### src/rtl/pipe_pkg.sv
// Shared constants and helpers for the pipeline-PE driver slice.
package pipe_pkg;

  localparam int N_DEFAULT = 64;
  localparam int LAT_MAX   = 16;
  localparam int STAT_W    = 32;

  function automatic int clog2(input int value);
    int result;
    result = 0;
    while ((1 << result) < value) result++;
    return result;
  endfunction

endpackage

### src/rtl/pipe_res_fifo.sv
// Synchronous result FIFO: registered write, head visible combinationally on rd_data.
module pipe_res_fifo
  import pipe_pkg::*;
#(
  parameter int N     = N_DEFAULT,
  parameter int DEPTH = 4
) (
  input  logic                     clk,
  input  logic                     rst,
  input  logic                     push,
  input  logic [N-1:0]             wr_data,
  input  logic                     pop,
  output logic [N-1:0]             rd_data,
  output logic                     full,
  output logic                     empty,
  output logic [clog2(DEPTH):0]    count
);

  localparam int AW = clog2(DEPTH);

  logic [N-1:0]  mem [DEPTH];
  logic [AW-1:0] wr_ptr;
  logic [AW-1:0] rd_ptr;
  logic          do_push;
  logic          do_pop;

  assign full    = (count == (AW+1)'(DEPTH));
  assign empty   = (count == '0);
  assign do_push = push & ~full;
  assign do_pop  = pop & ~empty;
  assign rd_data = mem[rd_ptr];

  // Storage carries no reset; only the pointers define what is valid.
  always_ff @(posedge clk) begin
    if (do_push) mem[wr_ptr] <= wr_data;
  end

  always_ff @(posedge clk or negedge rst) begin
    if (!rst) begin
      wr_ptr <= '0;
      rd_ptr <= '0;
      count  <= '0;
    end else begin
      if (do_push) wr_ptr <= wr_ptr + AW'(1);
      if (do_pop)  rd_ptr <= rd_ptr + AW'(1);
      case ({do_push, do_pop})
        2'b10:   count <= count + (AW+1)'(1);
        2'b01:   count <= count - (AW+1)'(1);
        default: count <= count;
      endcase
    end
  end

endmodule

### src/rtl/pipe_pe_driver.sv
// Initiator end of the trigger/cts pipelined-PE protocol with credit-protected result FIFO.
// Optional PIPE_DRV_STATS_EN adds saturating issue/stall counters.
module pipe_pe_driver
  import pipe_pkg::*;
#(
  parameter int N     = N_DEFAULT,
  parameter int LAT   = 1,
  parameter int DEPTH = 4
) (
  input  logic              clk,
  input  logic              rst,
  input  logic              s_valid,
  output logic              s_ready,
  input  logic [N-1:0]      s_in1,
  input  logic [N-1:0]      s_in2,
  output logic              pe_trigger,
  input  logic              pe_cts,
  output logic [N-1:0]      pe_in1,
  output logic [N-1:0]      pe_in2,
  input  logic [N-1:0]      pe_out,
  output logic              m_valid,
  input  logic              m_ready,
  output logic [N-1:0]      m_data,
  output logic              busy
`ifdef PIPE_DRV_STATS_EN
  ,
  output logic [STAT_W-1:0] stat_issued,
  output logic [STAT_W-1:0] stat_stall
`endif
);

  localparam int CW = clog2(DEPTH) + 1;

  // Handshakes: a transfer happens in every cycle where valid & ready are both high;
  // the source holds its payload stable while valid is high and ready is low.
  logic [CW-1:0]            credit;
  logic [LAT-1:0]           tags;
  logic                     issue;
  logic                     pop;
  logic                     fifo_full;
  logic                     fifo_empty;
  logic [clog2(DEPTH):0]    fifo_count_unused;

  // Credit covers in-flight tags plus FIFO contents, so a tag can never find the FIFO full.
  assign s_ready    = rst & pe_cts & (credit < CW'(DEPTH));
  assign issue      = s_valid & s_ready;
  assign pe_trigger = issue;
  assign pe_in1     = s_in1;
  assign pe_in2     = s_in2;
  assign m_valid    = ~fifo_empty;
  assign pop        = m_valid & m_ready;
  assign busy       = (credit != '0);

  always_ff @(posedge clk or negedge rst) begin
    if (!rst) begin
      tags <= '0;
    end else begin
      tags[0] <= issue;
      for (int i = 1; i < LAT; i++) tags[i] <= tags[i-1];
    end
  end

  always_ff @(posedge clk or negedge rst) begin
    if (!rst) begin
      credit <= '0;
    end else begin
      case ({issue, pop})
        2'b10:   credit <= credit + CW'(1);
        2'b01:   credit <= credit - CW'(1);
        default: credit <= credit;
      endcase
    end
  end

  pipe_res_fifo #(
    .N     (N),
    .DEPTH (DEPTH)
  ) u_res_fifo (
    .clk     (clk),
    .rst     (rst),
    .push    (tags[LAT-1] & ~fifo_full),
    .wr_data (pe_out),
    .pop     (pop),
    .rd_data (m_data),
    .full    (fifo_full),
    .empty   (fifo_empty),
    .count   (fifo_count_unused)
  );

`ifdef PIPE_DRV_STATS_EN
  always_ff @(posedge clk or negedge rst) begin
    if (!rst) begin
      stat_issued <= '0;
      stat_stall  <= '0;
    end else begin
      if (issue && (stat_issued != '1))
        stat_issued <= stat_issued + STAT_W'(1);
      if (s_valid && !s_ready && (stat_stall != '1))
        stat_stall <= stat_stall + STAT_W'(1);
    end
  end
`else
  // Statistics counters are compiled out in this build.
`endif

endmodule

### config.mk
export PLATFORM = sky130hd
export DESIGN_NAME = pipe_pe_driver
export DESIGN_NICKNAME = d
export VERILOG_FILES = /design/src/rtl/pipe_pkg.sv /design/src/rtl/pipe_res_fifo.sv /design/src/rtl/pipe_pe_driver.sv
export SDC_FILE = /design/constraint.sdc
export NUM_CORES = 1
export LEC_CHECK = 0
export BUFFER_PORTS_ARGS = -buffer_cell sky130_fd_sc_hd__buf_2
export CAP_MARGIN = 20
export CORE_ASPECT_RATIO = 0.8
export CORE_MARGIN = 5
export CORE_UTILIZATION = 45
export CTS_BUF_LIST = sky130_fd_sc_hd__clkbuf_16
export CTS_CLUSTER_SIZE = 14
export DETAILED_ROUTE_END_ITERATION = 12
export PLACE_DENSITY = 0.77
export SKIP_LAST_GASP = 1
export SLEW_MARGIN = 20
export SYNTH_ARGS = -nofsm -noshare
export SYNTH_HDL_FRONTEND = slang
export SYNTH_HIERARCHICAL = 1
export SYNTH_SLANG_ARGS = --single-unit
### constraint.sdc
create_clock -name clk -period 3 [get_ports clk]
set_clock_uncertainty 0.15 [all_clocks]
set_input_delay 0.45 -clock clk [delete_from_list [all_inputs] [get_ports clk]]
set_output_delay 0.45 -clock clk [all_outputs]
set_load 0.01 [all_outputs]
**After elaboration in Yosys (flattened, before gate mapping)**

Memory sizes are Yosys's and may differ from the RTL's.
Index checks and enable logic that the tools add are counted.

- Flip-flop bits (word level): 11
- Bits in latches: 0
- Bits in writable memories: 256
- ROM bits: 0
- Bits of input ports: 197
- Output and inout bits: 196
- Memories: 1

Memory list:

| memory | words | width | read ports | clocked after memory_dff | write ports | RTL line | text |
|---|---|---|---|---|---|---|---|
| u_res_fifo.mem | 4 | 64 | 1 | 0 | 1 | pipe_res_fifo.sv:21 | `logic [N-1:0] mem [DEPTH];` |

- $add $sub $neg: 6
- Multipliers: 0
- Div/mod/pow operators: 0
- $lt $le $gt $ge: 1
- Equality and inequality tests: 5
- Shifts and indexed selects: 0
- Muxes and demuxes: 4
- Bitwise gates (word level): 9
- Reductions and logical operators: 4

Operators by type and width:

| kind | count |
|---|---|
| case mux 3 bit (2 select lines) | 2 |
| AND 1 bit | 7 |
| adder 3 x 1 -> 3 bit, second input constant | 2 |
| subtractor 3 x 1 -> 3 bit, second input constant | 2 |
| adder 2 x 1 -> 2 bit, second input constant | 2 |
| == test 2 x 1 -> 1 bit, second input constant | 2 |
| == test 2 bit, second input constant | 2 |
| nonzero test 2 bit | 2 |
| == test 3 bit, second input constant | 1 |
| logical NOT 3 bit | 1 |
| < comparator 3 bit, second input constant | 1 |
| nonzero test 3 bit | 1 |
| 2-to-1 mux 1 bit | 2 |
| inverter 1 bit | 2 |

**Logic depth before layout (Yosys ltp)**

Gate-level depths: netlist of the first run.

- Depth after elaboration: 6
- Depth in mapped cells: 10

**Hierarchy**

The synthesis of the first run kept the hierarchy.

By module, submodules not included:

| module | instances | cells each | area an instance (um2) |
|---|---|---|---|
| pipe_res_fifo | 1 | 371 | 9655.5 |
| pipe_pe_driver | 1 | 150 | 1184.9 |

**Least setup slack after synthesis of the first run**

Ideal clock, no wire load.

- Path kind: flip-flop to flip-flop
- From: register u_res_fifo.count[2]
- To: memory u_res_fifo/mem[0][0] in the netlist's numbering, enable pin
- Setup time: 0.429 ns
- Arrival time: 2.438 ns
- Required time: 2.421 ns
- Slack: -0.016 ns
- Stages on the path, launching flop included: 5
- Path buffers: 0
- Clock period less this slack: 3.016 ns
- Cells stage by stage: dfrtp_1 -> nor3b_2 -> nor2b_1 -> nor2b_2 -> and2_1

- Cells in the longest elaborated chain, start to end: 6

Ends and longest elaborated chain:

| element | RTL line | text |
|---|---|---|
| start, declared | pipe_res_fifo.sv:16 | `output logic [clog2(DEPTH):0] count` |
| start signal, assigned | pipe_res_fifo.sv:47 | `2'b10: count <= count + (AW+1)'(1);` |
| start signal, assigned | pipe_res_fifo.sv:48 | `2'b01: count <= count - (AW+1)'(1);` |
| start signal, assigned | pipe_res_fifo.sv:49 | `default: count <= count;` |
| == test 3 bit (*) | pipe_res_fifo.sv:27 | `assign full = (count == (AW+1)'(DEPTH));` |
| via fifo_full | pipe_pe_driver.sv:40 | `logic fifo_full;` |
| inverter 1 bit (*) | pipe_res_fifo.sv:29, pipe_pe_driver.sv:81 |  |
| AND 1 bit | pipe_pe_driver.sv:81 | `.push (tags[LAT-1] & ~fifo_full),` |
| AND 1 bit (*) | pipe_res_fifo.sv:29 | `assign do_push = push & ~full;` |
| 2-to-1 mux 1 bit (*) | pipe_res_fifo.sv:35 | `if (do_push) mem[wr_ptr] <= wr_data;` |
| 2-to-1 mux 1 bit (implied by the code) (*) | pipe_res_fifo.sv:35 |  |
| end, declared | pipe_res_fifo.sv:21 |  |

The timed path passes the listed nets; every way through them passes the cells marked *.

**Final worst setup path of the first run**

- From: register u_res_fifo.rd_ptr[1]
- To: output m_data[17]

- Cells in the longest elaborated chain, start to end: 1

Ends and longest elaborated chain:

| element | RTL line | text |
|---|---|---|
| start, declared | pipe_res_fifo.sv:23 | `logic [AW-1:0] rd_ptr;` |
| start signal, assigned | pipe_res_fifo.sv:45 | `if (do_pop) rd_ptr <= rd_ptr + AW'(1);` |
| memory (4 x 64 bit) | -- |  |
| end, declared | pipe_pe_driver.sv:23 | `output logic [N-1:0] m_data,` |

No other way between the ends.

==> flow_summary.ini, run 1 <==
[sta]
min_period_ps = 2820
max-slew-margin-rel = 0.512
fin_tns_setup_ps = 0
finalMaxSlewViolations = 0
finalCritPeriodShare = 0.939
setup-violations-final = 0
tightest_slew_ps = 732
hold_viol = 0
layout_setup_ws_ps = 184
max_freq_ghz = 0.355
whs_ps = 26.3
grt_setup_unrepaired = no

[grt]
grt_pass1_wl_um = 33900
grt_max_degree = 48
antenna_found_initial = 1
grt_pass1_vias = 5358
grt-ovfl-total = 0
track_usage = 0.165

[yosys]
synth.most_common_cell = edfxtp_1
synth_ff_type = edfxtp_1
synth-seq-cells = 267
netlist_top_cells_area = edfxtp_1 (71%), mux4_2 (13%), buf_4 (9.0%)
synthArstFlopShare = 0.0412
synth_warnings = 6
synth_common_cells = edfxtp_1 (256), buf_4 (130), mux4_2 (64)
synth.avg_cell_area_um2 = 20.8
yosys.area.top_type_share = 0.709
synth_edf_count = 256
synth_area_um2 = 10800
yosys.area.top_type = edfxtp_1
synth_fp_nets = 726
syn-instance-count = 521
yosysUniqueCellTypes = 23
synth_seq_area_share = 0.735

[critical_path]
crit_end = m_data[17]
cp_cell_sequence = buf_12 -> mux4_2 -> buf_2
max_stage_delay_ps = 900
critPathBufInv = 2
r2r_start = u_res_fifo/count[0]$_DFFE_PN0P_
cpLargestDelayFamily = flip-flops
path_class = register to primary output
reg2reg_slack_ps = 680
critPathSlowestCell = dfrtp_4
worst_ep_required_time_ps = 2400
crit_cells = 3
critPathLaunchType = register
cp-end-kind = primary output
critPathMaxFanout = 47
rr_worst_depth = 10
startpoint = u_res_fifo/rd_ptr[1]$_DFFE_PN0P_
regToRegEndpoint = u_res_fifo/count[2]$_DFFE_PN0P_
cp.arrival_ps = 2220

[final_layout]
area_growth_pct = 15.0
drive_gt1_frac = 0.399
final_util = 0.528
final_area_um2 = 12500
stdcell_count = 949
fin_nets = 821

[placed_design]
placed_cell_area_um2 = 11000
place_hpwl_um = 15600
post-place-ws_ps = 694
place.detailed.instances = 838
io_buffers = 136
gp_congestion = 0.727

[floorplan]
core_area_um2 = 23600
die_area_um2 = 27300
row_count = 50
start_util = 0.460
die_w_um = 184
die-height_um = 149
num_io_pins = 393

[routing]
avgRoutedWirePerCell_um = 24.3
first_pass_iters = 4
routed_wl_um = 23100
drc = 0
viasPerCell = 5.20
ant_nets = 0
drt-initial-drc-count = 268
route.vias.total = 4937

[clock_network]
cts_buffers = 27
postCtsSetupRepairBufs = 0
cts-root-buf = clkbuf_16
htreeDepth = 1
cts.sinks = 267
cts_buffer_depth = 3
path_clk_slew_ps = 60
clk_latency_ps = 520
cts_tree = yes

[worst_hold_path]
hold_class = primary input to register
hold_depth = 1

[run_status]
status = finished, final reports clean

[power]
design_power_total_mw = 10.2
p_leak_nw = 4.33
power_density_nw_per_um2 = 820
ir_worst_vdd_mv = 0.602

[job]
maxCapViolations = 0
==> cells by family (layout without fill, tap and decap cells) <==
logic type,count (synthesis),count (layout),synth area share
XOR/XNOR,9,9,0.00727
AND/OR/NAND/NOR,17,17,0.00912
multiplexers,67,67,0.136
flip-flops,267,267,0.735
AO/OA/AOI/OAI,1,1,0.000808
adder cells (fa/ha/maj),8,8,0.0106
buffers and inverters,152,267,0.102
other,0,1,0
==> registers in the layout, summed over array words and instances (netlist names) <==
signal             cells
tags                   1
u_res_fifo/mem       256
u_res_fifo/count       3
u_res_fifo/wr_ptr      2
credit                 3
u_res_fifo/rd_ptr      2
==> cell type report <==
| cell class | count | area, um^2 |
|---|---|---|
| diodes | 1 | 2.50 |
| repair buffers | 208 | 1470 |
| inverters | 10 | 37.5 |
| flip-flops and latches | 267 | 7970 |
| well taps | 312 | 390 |
| clock inverters | 22 | 128 |
| fillers | 1780 | 11100 |
| clock buffers | 27 | 676 |
| multi-input cells | 102 | 1780 |
==> power by group <==
group          switching [mW]  internal [mW]  leakage, nW  total, mW
sequential              0.276           4.31         2.43       4.58
clock                    1.28           1.71        0.421       2.99
combinational            1.25           1.39         1.48       2.64
total                    2.80           7.41         4.33       10.2
==> worst reg2reg max path: stages (launching register included) <==
cell	delay (ps)
dfrtp_1	430
nor3b_2	250
nor2b_1	60
nor2b_2	200
inv_1	80
ha_1	180
inv_1	60
fa_1	380
xor2_1	160
nor2_1	110
xor2_1	180
==> metal layers <==
| metal | up-vias | part of all wire | routed length [um] | global-route usage |
|---|---|---|---|---|
| met1 | 2516 | 0.38 | 8780 | 0.211 |
| met2 | 268 | 0.48 | 11100 | 0.267 |
| met3 | 52 | 0.11 | 2550 | 0.0639 |
| li1 | 2099 | - | - | - |
| met4 | 2 | 0.023 | 537 | 0.0398 |
| met5 | - | 0.0037 | 86 | 0.0218 |
==> repair_timing <==
action,4_1_cts,5_1_grt
gates resized for setup,0,0
hold buffers,61,0
hold endpoints to repair,247,0
==> cell usage in the layout, fill, tap and decap left out, drive strengths merged <==
cell / synthesis / layout
edfxtp: 256 / 256
buf: 141 / 147
mux4: 64 / 64
dlygate4sd3: 0 / 61
clkbuf: 1 / 27
inv: 10 / 21
dfrtp: 11 / 11
clkinv: 0 / 7
ha: 6 / 6
xor2: 5 / 5
and2: 5 / 5
xnor2: 4 / 4
nand2: 3 / 3
nor2: 3 / 3
clkinvlp: 0 / 3
nor2b: 3 / 3
mux2i: 2 / 2
fa: 2 / 2
diode: 0 / 1
or3: 1 / 1
bufinv: 0 / 1
nor3: 1 / 1
o31a: 1 / 1
nor3b: 1 / 1
mux2: 1 / 1
==> worst min path at each step <==
stage,end,slack [ps],start
after global placement,u_res_fifo/wr_ptr[1]$_DFFE_PN0P_,180,rst
after global routing,u_res_fifo/mem[1][26]$_DFFE_PP_,10,pe_out[26]
after CTS,u_res_fifo/mem[2][26]$_DFFE_PP_,0.3,pe_out[26]
final,u_res_fifo/mem[2][26]$_DFFE_PP_,30,pe_out[26]
after floorplan,credit[0]$_DFFE_PN0P_,4,rst
after detailed placement,u_res_fifo/wr_ptr[1]$_DFFE_PN0P_,190,rst
Note: power is estimated with default switching activity, not from simulation.
==> inputs of run 2 (changes only) <==
CTS_BUF_LIST = unset   (was sky130_fd_sc_hd__clkbuf_16)
==> run 2 against run 1 <==
Via count increased by 0.28%. Combinational power about the same. Sequential share of layout area decreased by 0.20 points. Non-clock buffer count unchanged. Sequential power about the same. Clock-buffer cell count increased by 14. Register-to-register slack got worse by 20 ps. Cell area increased by 0.32%. Utilization increased by 0.17 points. Flip-flop and latch count unchanged. Maximum frequency decreased by 0.42%. Critical endpoint unchanged. Largest cell class unchanged.
==> flow_summary.ini, run 2 (same netlist as run 1, synthesis figures left out) <==
[power]
p_comb_frac = 0.255
p_clk_frac = 0.302
power_density_nw_per_um2 = 828
p_int_mw = 7.55
design_power_total_mw = 10.4
p_sw_mw = 2.81
p_seq_frac = 0.443
sw_frac_of_total = 0.271
p_leak_nw = 4.31
ir_worst_vdd_mv = 0.600

[worst_hold_path]
min_from = pe_out[7]
hold_class = primary input to register

[floorplan]
row_count = 50
core_area_um2 = 23600
die-height_um = 149
die_area_um2 = 27300
num_io_pins = 393
start_util = 0.460
die_w_um = 184

[routing]
first_pass_iters = 4
viasPerCell = 5.22
drt-initial-drc-count = 274
routed_wl_um = 23100
ant_nets = 0
route.vias.total = 4951
avgRoutedWirePerCell_um = 24.4
drc = 0

[critical_path]
critPathMaxFanout = 47
cp.arrival_ps = 2230
path_class = register to primary output
cp-end-kind = primary output
critPathLaunchType = register
worst_ep_required_time_ps = 2400
r2r_start = u_res_fifo/count[0]$_DFFE_PN0P_
startpoint = u_res_fifo/rd_ptr[1]$_DFFE_PN0P_

[final_layout]
fin_nets = 821
drive_gt1_frac = 0.406
fillerInstances = 1772
top_regs = u_res_fifo/mem (256), credit (3), u_res_fifo/count (3)
largest_reg_flops = 256
largest_register = u_res_fifo/mem
final_util = 0.530
area_growth_pct = 15.3
final_cell_mix = edfxtp_1 (256), buf_2 (136), mux4_2 (64), dlygate4sd3_1 (61), clkbuf_16 (27)
final_common_cell = edfxtp_1

[clock_network]
path_clk_slew_ps = 60
cts_resized = 0
clk_latency_ps = 520
cts-root-buf = clkbuf_16
cts_tree = yes
cts.sinks = 267
cts_buffers = 27
cts_buffer_depth = 3
htreeDepth = 1

[grt]
grt_max_degree = 48
grt_pass1_wl_um = 33900
grt_pass1_vias = 5349
grt-ovfl-total = 0
track_usage = 0.165
antenna_found_initial = 1

[sta]
hold_viol = 0
grt_setup_unrepaired = no
layout_setup_ws_ps = 172
setup-violations-final = 0
min_period_ps = 2830
max_freq_ghz = 0.354
tightest_slew_ps = 738
finalCritPeriodShare = 0.943
max-slew-margin-rel = 0.508
fin_tns_setup_ps = 0
finalMaxSlewViolations = 0

[job]
maxCapViolations = 0

[placed_design]
gp_congestion = 0.727
io_buffers = 136
post-place-ws_ps = 694
place_hpwl_um = 15600

[run_status]
status = finished, final reports clean
## run 2: timing repair
| action | in CTS | in global routing |
|---|---|---|
| hold endpoints to repair | 247 | 0 |
| hold buffers | 61 | 0 |
| setup buffers | 0 | 0 |
## run 2: power groups by stage
stage	clock network, mW	registers (mW)	logic (mW)
6_report	3.13	4.59	2.64
5_1_grt	3.40	4.62	2.86
4_1_cts	3.21	4.59	2.70
3_5_place_dp	0	4.67	2.61
3_3_place_gp	0	4.65	2.57
2_1_floorplan	0	4.45	2.05
## run 2: area by class of cell
| cell class | instances | area, um^2 | share of cell area |
|---|---|---|---|
| clock buffer | 41 | 768 | 0.0614 |
| multi-input combinational | 102 | 1780 | 0.143 |
| tap | 312 | 390 | 0.0312 |
| clock inverter | 8 | 75.1 | 0.00600 |
| sequential | 267 | 7970 | 0.638 |
| antenna | 1 | 2.50 | 0.000200 |
| timing repair buffer | 208 | 1470 | 0.118 |
| inverter | 10 | 37.5 | 0.00300 |
## run 2: path summary, 6_finish.rpt
kind	cells after the start	end	slack (ps)
worst min-delay path	1	u_res_fifo/mem[2][7]$_DFFE_PP_	30
worst max-delay path	3	m_data[17]	170
worst max register to register	10	u_res_fifo/count[2]$_DFFE_PN0P_	660
max in group asynchronous	2	u_res_fifo/rd_ptr[0]$_DFFE_PN0P_	2260
min in group asynchronous	2	u_res_fifo/rd_ptr[1]$_DFFE_PN0P_	190
worst min register to register	1	credit[2]$_DFFE_PN0P_	340
## run 2: through the flow
stage	area [um^2]	hold WS (ps)	cells
floorplan	10800	4.41	521
detailed placement	11000	189	838
CTS	12500	0.255	948
global route	12500	9.92	949
finish	12500	26.3	949
global placement	11000	184	838
## run 2: critical path: stages (launching register included)
cell	delay, ps
dfrtp_4	900
buf_12	260
mux4_2	340
buf_2	160
## run 2: layer usage
metal | vias to the layer above | global-route usage | wire length, um
met5 | - | 0.0218 | 86
met4 | 2 | 0.0398 | 532
met3 | 50 | 0.0639 | 2450
met2 | 258 | 0.267 | 11200
met1 | 2545 | 0.212 | 8870
li1 | 2096 | - | -
==> inputs of run 3 (changes only) <==
RECOVER_POWER = 25   (was unset)
==> run 3 against run 2 <==
Maximum frequency is 0.71% higher. Global-route usage stayed put. Critical path depth stayed put. Highest routed layer unchanged.
==> flow_summary.ini, run 3 (same netlist as run 1, synthesis figures left out) <==
[clock_network]
cts.sinks = 267
cts_buffers = 27
path_clk_slew_ps = 60
cts_tree = yes
htreeDepth = 1
cts-root-buf = clkbuf_16
cts_buffer_depth = 3
cts_resized = 0
clk_latency_ps = 520

[final_layout]
top_regs = u_res_fifo/mem (256), credit (3), u_res_fifo/count (3)
area_growth_pct = 14.8
final_cell_mix = edfxtp_1 (256), buf_2 (90), mux4_2 (64), dlygate4sd3_1 (61), clkbuf_1 (56)
fin_nets = 821
final_util = 0.528
largest_reg_flops = 256
drive_gt1_frac = 0.333
largest_register = u_res_fifo/mem
final_common_cell = edfxtp_1

[grt]
grt-ovfl-total = 0
track_usage = 0.165
grt_pass1_vias = 5349
grt_max_degree = 48
grt_pass1_wl_um = 33900
antenna_found_initial = 1

[power]
p_leak_nw = 4.19
power_density_nw_per_um2 = 831
ir_worst_vdd_mv = 0.602

[critical_path]
path_class = register to primary output
cp.arrival_ps = 2210
critPathLaunchType = register
worst_ep_required_time_ps = 2400
critPathMaxFanout = 47
reg2reg_slack_ps = 670
cp-end-kind = primary output

[sta]
hold_viol = 0
tightest_slew_ps = 721
grt_setup_unrepaired = no
max-slew-margin-rel = 0.519
max_freq_ghz = 0.356
setup-violations-final = 0
finalCritPeriodShare = 0.936
finalMaxSlewViolations = 0
fin_tns_setup_ps = 0
min_period_ps = 2810

[floorplan]
die-height_um = 149
die_w_um = 184
core_area_um2 = 23600
row_count = 50
start_util = 0.460
die_area_um2 = 27300
num_io_pins = 393

[placed_design]
gp_congestion = 0.727
place_hpwl_um = 15600
io_buffers = 136

[routing]
routed_wl_um = 23100
drc = 0
ant_nets = 0
drt-initial-drc-count = 262
viasPerCell = 5.20
avgRoutedWirePerCell_um = 24.3
route.vias.total = 4933
first_pass_iters = 4

[worst_hold_path]
hold_class = primary input to register

[job]
maxCapViolations = 0

[run_status]
status = finished, final reports clean
run 3: changes by cell type in the layout (fill, tap and decap cells not counted):
cell and change:
clkbuf_1 +46, buf_2 -46
run 3: timing repair:
item                      CTS  global route
hold endpoints to repair  247             0
setup buffers               0             0
hold buffers               61             0
run 3: cell type report:
class / instances / area [um^2]
diodes: 1 / 2.50
clock buffers: 41 / 768
clock inverters: 8 / 75.1
fillers: 1796 / 11100
inverters: 10 / 37.5
multi-input cells: 102 / 1780
flip-flops and latches: 267 / 7970
well taps: 312 / 390
repair buffers: 208 / 1420
run 3: worst paths after layout:
path | startpoint | end | cells after the start
max | u_res_fifo/rd_ptr[1]$_DFFE_PN0P_ | m_data[17] | 3
min | s_valid | tags$_DFF_PN0_ | 2
max reg2reg | u_res_fifo/count[0]$_DFFE_PN0P_ | u_res_fifo/count[2]$_DFFE_PN0P_ | 10
min reg2reg | credit[2]$_DFFE_PN0P_ | credit[2]$_DFFE_PN0P_ | 1
max in group asynchronous | rst | u_res_fifo/rd_ptr[0]$_DFFE_PN0P_ | 2
min in group asynchronous | rst | u_res_fifo/rd_ptr[1]$_DFFE_PN0P_ | 2
run 3: metrics by stage:
stage                     hold WS [ps]  std cells  instance area, um^2  power [mW]  setup slack [ps]
final                             28.7        949                12400        10.3               192
after global routing              25.7        949                12400        10.9              79.3
after CTS                        0.255        948                12500        10.5               144
after detailed placement           189        838                11000        7.28               694
after global placement             184        838                11000        7.22               685
after floorplan                   4.41        521                10800        6.50               678
run 3: worst max-delay path: stages, from the launching register on:
cell and delay [ps]:
dfrtp_4 900, buf_12 260, mux4_2 340, buf_2 160
run 3: routing by layer:
metal	vias up	share of wire	routed length [um]	GRT usage
met3	52	0.11	2630	0.0639
li1	2093	-	-	-
met1	2508	0.37	8640	0.212
met2	278	0.49	11200	0.267
met4	2	0.023	532	0.0398
met5	-	0.0037	86	0.0218
run 3: power breakdown:
group | internal (mW) | switching [mW]
registers | 4.31 | 0.275
clock network | 1.85 | 1.28
logic | 1.38 | 1.25
total | 7.54 | 2.80
